$ cat src/rtl/fetch_pkg.sv
// fetch_pkg: shared fetch widths and the {pc, instr} entry type handed to decode
package fetch_pkg;
   localparam int XLEN = 32;
   localparam int ILEN = 32;
   localparam int FETCH_FIFO_DEPTH = 2;
   typedef struct packed {
      logic [XLEN-1:0] pc;
      logic [ILEN-1:0] instr;
   } fetch_entry_t;
endpackage

$ cat src/rtl/fetch_skid_fifo.sv
// fetch_skid_fifo: 2-entry FIFO of fetch entries; flush overrides push and pop
module fetch_skid_fifo
   import fetch_pkg::*;
(
   input  logic         clk,
   input  logic         rst,
   input  logic         push,
   input  logic         pop,
   input  logic         flush,
   input  fetch_entry_t din,
   output fetch_entry_t dout,
   output logic [1:0]   count
);
   fetch_entry_t mem [FETCH_FIFO_DEPTH];
   logic rd_q, wr_q;
   assign dout = mem[rd_q];
   always_ff @(posedge clk or posedge rst) begin
      if (rst) begin
         mem[0] <= '0;
         mem[1] <= '0;
         rd_q   <= 1'b0;
         wr_q   <= 1'b0;
         count  <= 2'd0;
      end else if (flush) begin
         rd_q  <= 1'b0;
         wr_q  <= 1'b0;
         count <= 2'd0;
      end else begin
         if (push) begin
            mem[wr_q] <= din;
            wr_q      <= !wr_q;
         end
         if (pop) rd_q <= !rd_q;
         count <= count + 2'(push) - 2'(pop);
      end
   end
endmodule

$ cat src/rtl/fetch_unit.sv
// fetch_unit: owns the fetch PC, issues iCache reads and queues returned words for decode
module fetch_unit
   import fetch_pkg::*;
#(
   parameter int              ADDR_WIDTH = 9,
   parameter int              DATA_WIDTH = ILEN,
   parameter logic [XLEN-1:0] RESET_PC   = '0
) (
   input  logic                  clk,
   input  logic                  rst,
   input  logic                  redirect_valid,
   input  logic [XLEN-1:0]       redirect_pc,
   output logic [ADDR_WIDTH-1:0] icache_addr,
   input  logic [DATA_WIDTH-1:0] icache_rdata,
   output logic                  out_valid,
   input  logic                  out_ready,
   output logic [XLEN-1:0]       out_pc,
   output logic [DATA_WIDTH-1:0] out_instr
);
   logic [XLEN-1:0] pc_q, inflight_pc_q;
   logic            inflight_q, pop, issue;
   logic [1:0]      count;
   logic [2:0]      load;
   fetch_entry_t    head, arrival;
   assign pop         = out_valid & out_ready;
   // a slot stays reserved for the outstanding read so the FIFO can never overflow
   assign load        = 3'(count) + 3'(inflight_q) - 3'(pop);
   assign issue       = !redirect_valid && load <= 3'd1;
   assign icache_addr = pc_q[ADDR_WIDTH+1:2];
   assign out_valid   = count != 2'd0;
   assign out_pc      = head.pc;
   assign out_instr   = head.instr;
   assign arrival     = '{pc: inflight_pc_q, instr: icache_rdata};
   always_ff @(posedge clk or posedge rst) begin
      if (rst) begin
         pc_q          <= RESET_PC;
         inflight_q    <= 1'b0;
         inflight_pc_q <= '0;
      end else if (redirect_valid) begin
         pc_q       <= redirect_pc & ~XLEN'(3);
         inflight_q <= 1'b0;
      end else if (issue) begin
         pc_q          <= pc_q + XLEN'(4);
         inflight_q    <= 1'b1;
         inflight_pc_q <= pc_q;
      end else begin
         inflight_q <= 1'b0;
      end
   end
   fetch_skid_fifo u_fifo (
      .clk   (clk),
      .rst   (rst),
      .push  (inflight_q & !redirect_valid),
      .pop   (pop & !redirect_valid),
      .flush (redirect_valid),
      .din   (arrival),
      .dout  (head),
      .count (count)
   );
endmodule

$ cat config.mk
export PLATFORM = sky130hd
export DESIGN_NAME = fetch_unit
export DESIGN_NICKNAME = d
export VERILOG_FILES = /design/src/rtl/fetch_pkg.sv /design/src/rtl/fetch_skid_fifo.sv /design/src/rtl/fetch_unit.sv
export SDC_FILE = /design/constraint.sdc
export NUM_CORES = 1
export LEC_CHECK = 0
export BUFFER_PORTS_ARGS = -buffer_cell sky130_fd_sc_hd__buf_2
export CAP_MARGIN = 10
export CORE_MARGIN = 1
export CORE_UTILIZATION = 45
export DETAILED_ROUTE_END_ITERATION = 10
export PLACE_DENSITY = 0.64
export SLEW_MARGIN = 20
export SYNTH_ARGS = -nofsm -noshare
export SYNTH_HDL_FRONTEND = slang
export SYNTH_SLANG_ARGS = --single-unit
$ cat constraint.sdc
create_clock -name clk -period 11.7 [get_ports clk]
set_clock_uncertainty 0.2 [all_clocks]
set_input_delay 1.755 -clock clk [delete_from_list [all_inputs] [get_ports clk]]
set_output_delay 1.755 -clock clk [all_outputs]
set_load 0.1 [all_outputs]
==> flow_metrics.py, run 1 <==
metrics = {
    "clock_network": {
        "clock_path_buffers": 2,
        "cts_sinks": 189,
        "htreeDepth": 4,
        "clk_latency_ps": 420,
        "root_buffer": "clkbuf_16",
        "clkTransAtPathRegs_ps": 70,
        "post-cts-setup-buffer-count": 0,
        "post_cts_resized": 0,
        "cts_tree": "built",
        "cts_hold_buffers": 0,
        "cts_buffers": 17,
    },
    "synth": {
        "synth-compound-area-share_pct": 3.56,
        "async_flop_share_pct": 100,
        "synth_fa_ha_area_share_pct": 0.955,
        "synth_top_area_share_pct": 54.7,
        "ys_seq_elements": 189,
        "synth_top_family_by_area": "multiplexers",
        "netlist_top_cells_area": "dfrtp_1 (55%), mux2_2 (28%), xnor2_1 (1.1%)",
        "synth_ff_type": "dfrtp_1",
        "netlist_area_sq_um": 8650,
        "synth_xor_xnor_area_share_pct": 1.62,
        "syn_avg_cell_area_sq_um": 13.2,
        "synthMuxAreaShare_pct": 28.2,
        "synth_edf_count": 0,
        "ys.warnings.count": 0,
        "synth-simple-area-share_pct": 7.75,
        "synth_top_area_cell": "dfrtp_1",
        "synth_cell_types": 44,
        "postSynthCellCount": 654,
        "yosysSeqAreaShare_pct": 54.7,
    },
    "global_route": {
        "grt_pass1_vias": 5870,
        "antenna_found_initial": 0,
        "grt.total_usage_pct": 19.2,
        "grt_remaining_overflow": 0,
        "grt_pass1_wl_microns": 29900,
        "grt_start_max_net_pins": 109,
    },
    "detailed_routing": {
        "drc_errors": 0,
        "drt-initial-drc-count": 206,
        "vias": 5547,
        "viasPerCell": 5.45,
        "finalWirelength_microns": 17900,
        "postRouteAntennaNets": 0,
        "wl_per_cell_microns": 17.5,
        "drt-pass1-iter-count": 4,
    },
    "cells_and_area": {
        "layout_common_cells": "mux2_2 (216), dfrtp_1 (188), buf_2 (137)",
        "n_antenna_cell": 0,
        "layout_commonest_cell": "mux2_2",
        "drive_gt1_share_pct": 51.0,
        "multi_input_area_sq_um": 3680,
        "final_area_sq_um": 10000,
        "area_delta_synth_final_pct": 16.1,
        "seq_area_sq_um": 4730,
        "nets": 846,
        "fill_cells": 1592,
    },
    "job": {
        "cap_violations": 0,
    },
    "timing": {
        "hold_viol": 0,
        "period_needed_ps": 4740,
        "setup_tns_ps": 0,
        "fin_crit_sh_pct": 40.5,
        "slew_violations": 0,
        "worstMarginPinSlew_ps": 995,
        "fmax_mhz": 211,
        "setup_viol": 0,
        "rsz0062_at_grt": "no",
        "relSlewSlack_pct": 33.7,
    },
    "critical_path": {
        "critPathRequiredTime_ps": 11800,
        "critPathKind": "in2reg",
        "cp.arrival_ps": 4840,
        "start_kind": "input pin",
        "cp_max_fo": 19,
        "cp-end-kind": "register",
    },
    "floorplan": {
        "initial_core_util_pct": 46.1,
        "die_area_sq_um": 19800,
        "die_w_microns": 141,
        "die_y_microns": 141,
        "row_count": 50,
        "coreArea_sq_um": 18800,
        "io_pins": 142,
    },
    "place": {
        "io_buffers": 137,
        "dp_hpwl_microns": 11900,
        "place_area_sq_um": 9460,
        "gp_routability_congestion": 0.803,
    },
    "status": {
        "status": "finished, final reports clean",
    },
    "min_path": {
        "min_path_type": "reg2reg",
    },
}
-- sequential cells by signal, summed over array words and instances, names as in the netlist --
register and count:
u_fifo.wr_q 1, inflight_q 1, pc_q 30, u_fifo.rd_q 1
inflight_pc_q 30, u_fifo.count 2, u_fifo.mem 124
-- metrics by stage --
step                      cells  hold slack [ps]  setup slack, ps  util, %
after floorplan             655              274             4600        -
after global placement      987              281             6550     50.4
after detailed placement    987              287             6510     50.4
after CTS                  1018              303             6960     53.4
after global routing       1018              320             6730     53.5
final                      1018              301             6960     53.5
-- worst paths after layout --
check | startpoint | end | slack, ps | cells past startpoint
worst min register to register | u_fifo.mem[63] | u_fifo.mem[63] | 300 | 1
worst max register to register | u_fifo.count[1] | inflight_pc_q[18] | 7570 | 13
worst min-delay path | u_fifo.mem[63] | u_fifo.mem[63] | 300 | 1
max in group asynchronous | rst | u_fifo.mem[105] | 8670 | 3
worst max-delay path | out_ready | inflight_pc_q[18] | 6960 | 13
min in group asynchronous | rst | u_fifo.mem[36] | 1360 | 2
-- logic make-up after synthesis --
kind of cell	count (synthesis)
buffers and inverters	54
AOI/OAI and AO/OA	49
DFF	189
muxes	217
and+or+nand+nor	122
xor gates and xnor gates	16
adders and majority gates	6
other	1
-- cells in the mapped netlist (2+ instances only) --
cell / number
and4_1: 3
dfrtp_1: 189
a21oi_1: 2
or3_1: 4
nand2_1: 24
a31oi_1: 10
and3_1: 3
nand3_1: 19
nand4b_1: 2
nand4_1: 11
xor2_1: 5
ha_1: 5
buf_6: 2
nor4_1: 6
o311ai_0: 2
or4_4: 2
buf_4: 11
clkbuf_1: 18
o31ai_1: 7
o21ai_0: 19
nor2b_1: 6
or4_1: 8
a22oi_1: 4
buf_1: 3
a211o_1: 2
or2_2: 2
buf_2: 10
nor3_1: 5
inv_1: 9
mux2_2: 216
xnor2_1: 11
nor2_1: 22
-- final cells by class --
| class | instances | share of cell area, % |
|---|---|---|
| clock inverter | 10 | 1.16 |
| inverter | 10 | 0.424 |
| timing repair buffer | 142 | 7.24 |
| sequential | 189 | 47.1 |
| multi-input combinational | 412 | 36.7 |
| clock buffer | 21 | 4.49 |
| tap | 234 | 2.92 |
-- worst max-delay path, stage by stage --
cell and delay [ps]:
buf_2 100, nand2_1 110, inv_1 60, ha_1 270
inv_1 60, ha_1 130, inv_1 50, fa_1 410
xnor2_1 320, nand2_1 200, nor2_2 600, buf_4 410
mux2_2 380
-- metal layers --
| layer | wire length [microns] | part of all wire [%] | global-route usage [%] |
|---|---|---|---|
| met1 | 8090 | 45 | 25.4 |
| met2 | 8750 | 49 | 31.9 |
| met3 | 807 | 4.5 | 3.63 |
| met4 | 214 | 1.2 | 5.78 |
| met5 | 0 | 0 | 0 |
Power of run 1 is left out: the tool's default activity adds up to more than one toggle a clock period on the data nets, which glitch-free logic cannot reach.
==> inputs of run 2 (changes only) <==
==> constraint.sdc (replaced) <==
create_clock -name clk -period 4.7 [get_ports clk]
set_clock_uncertainty 0.2 [all_clocks]
set_input_delay 0.705 -clock clk [delete_from_list [all_inputs] [get_ports clk]]
set_output_delay 0.705 -clock clk [all_outputs]
set_load 0.1 [all_outputs]
==> run 2 against run 1 <==
  * Global-route usage rose by 0.63 points
  * Sequential cell count did not move
  * Design area rose by 1.1%
  * Via count rose by 1.6%
  * Highest routed layer unchanged
  * Sequential share of layout area fell by 0.49 points
==> flow_metrics.py, run 2 (synthesis gave the netlist of run 1 again) <==
metrics = {
    "cells_and_area": {
        "final_area_sq_um": 10100,
        "area_delta_synth_final_pct": 17.3,
        "fin_cells": 1022,
        "nets": 849,
        "reg.largest.list": "u_fifo.mem (124), inflight_pc_q (30), pc_q (30)",
        "multi_input_area_sq_um": 3680,
        "regMostFlops": "u_fifo.mem",
        "drive_gt1_share_pct": 51.6,
        "seq_area_sq_um": 4730,
        "layout_commonest_cell": "mux2_2",
        "layout_common_cells": "mux2_2 (216), dfrtp_1 (188), buf_2 (137)",
        "fill_cells": 1603,
        "largest_register_ff_count": 124,
    },
    "floorplan": {
        "die_area_sq_um": 19800,
        "row_count": 50,
        "die_w_microns": 141,
        "coreArea_sq_um": 18800,
        "die_y_microns": 141,
        "initial_core_util_pct": 46.1,
        "io_pins": 142,
    },
    "min_path": {
        "min_path_type": "in2reg",
        "worstHoldStart": "redirect_pc[3]",
        "hold_path_depth": 3,
    },
    "critical_path": {
        "start_kind": "register",
        "cp_max_fo": 11,
        "path_buf_inv": 3,
        "critPathLaunch": "u_fifo.count[1]",
        "max_stage_delay_ps": 830,
        "cp.arrival_ps": 3950,
        "path_delay_family": "simple AND/OR/NAND/NOR gates",
        "critPathKind": "reg2reg",
        "reg2reg_depth": 12,
        "path_common_cell": "inv_1",
        "worstSetupPathDepth": 12,
        "cp-end-kind": "register",
        "worst_r2r_startpoint": "u_fifo.count[1]",
        "path_cells": "or2_2, nand2_1, inv_1, ha_1, inv_1, ha_1, inv_1, fa_1, xor2_1, nor4_2, a211oi_1, a211o_1",
        "cp_slowest_cell": "nor4_2",
        "critPathRequiredTime_ps": 4820,
    },
    "detailed_routing": {
        "drt-pass1-iter-count": 4,
        "finalWirelength_microns": 18400,
        "drc_errors": 0,
        "viasPerCell": 5.51,
        "postRouteAntennaNets": 0,
        "wl_per_cell_microns": 18.0,
        "vias": 5636,
        "drt-initial-drc-count": 267,
    },
    "clock_network": {
        "cts_buffers": 17,
        "clk_latency_ps": 430,
        "cts_tree": "built",
        "post_cts_resized": 0,
        "post-cts-setup-buffer-count": 0,
        "clock_path_buffers": 2,
        "clkTransAtPathRegs_ps": 70,
        "htreeDepth": 4,
        "root_buffer": "clkbuf_16",
        "cts_hold_buffers": 0,
        "cts_sinks": 189,
    },
    "timing": {
        "setup_tns_ps": 0,
        "rsz0062_at_grt": "no",
        "setup_viol": 0,
        "fin_crit_sh_pct": 81.5,
        "period_needed_ps": 3830,
        "fmax_mhz": 261,
        "slew_violations": 0,
        "relSlewSlack_pct": 33.6,
        "worstMarginPinSlew_ps": 996,
        "hold_viol": 0,
    },
    "place": {
        "place_area_sq_um": 9510,
        "place_inst": 990,
        "gp_routability_congestion": 0.798,
        "io_buffers": 137,
        "dp_hpwl_microns": 12300,
    },
    "global_route": {
        "grt_pass1_wl_microns": 30300,
        "grt_pass1_vias": 5990,
        "grt.total_usage_pct": 19.8,
        "grt_remaining_overflow": 0,
        "antenna_found_initial": 1,
        "grt_start_max_net_pins": 190,
    },
    "job": {
        "cap_violations": 0,
    },
    "status": {
        "status": "finished, final reports clean",
    },
}
[run 2: changes by cell type in the layout (fill, tap and decap cells not counted), sizes merged]
cell      previous run  this run
buf                142       145
clkinv               7         5
inv                 10        11
clkinvlp             1         3
bufinv               2         4
diode                0         1
clkbuf              21        18
[run 2: per-stage QoR]
step / utilization [%] / hold WS, ps / setup WS [ps]
after floorplan: - / 274 / 891
after global placement: 50.7 / 281 / 979
after detailed placement: 50.7 / 287 / 894
after CTS: 54.0 / 267 / 870
after global routing: 54.0 / 291 / 652
final: 54.1 / 284 / 868
[run 2: final timing paths]
| kind | to | slack [ps] |
|---|---|---|
| min | pc_q[3] | 280 |
| min reg2reg | u_fifo.mem[61] | 300 |
| max | pc_q[21] | 870 |
| min in group asynchronous | inflight_pc_q[6] | 390 |
| max in group asynchronous | u_fifo.mem[64] | 3240 |
| max reg2reg | pc_q[21] | 870 |
[run 2: layout make-up]
class                           instances  area share, %
Clock buffer                           18           4.33
Timing Repair Buffer                  145           7.60
Multi-Input combinational cell        412           36.3
Tap cell                              234           2.89
Clock inverter                         13           1.86
Inverter                               10          0.407
Antenna cell                            1         0.0247
Sequential cell                       189           46.6
[run 2: worst register-to-register path, stage by stage (launching register included)]
cell      delay, ps
dfrtp_1         470
or2_2           340
nand2_1         130
inv_1            60
ha_1            280
inv_1            60
ha_1            140
inv_1            50
fa_1            410
xor2_1          290
nor4_2          830
a211oi_1        170
a211o_1         300
[run 2: metal layers]
layer	wire length, microns	share of wire (%)	global-route usage (%)	vias up
li1	-	-	-	2598
met1	8100	44	24.9	2857
met2	9140	50	33.2	157
met3	895	4.9	4.82	24
met4	275	1.5	7.09	0
met5	0	0	0	-
Power of run 2 is left out for the same reason.
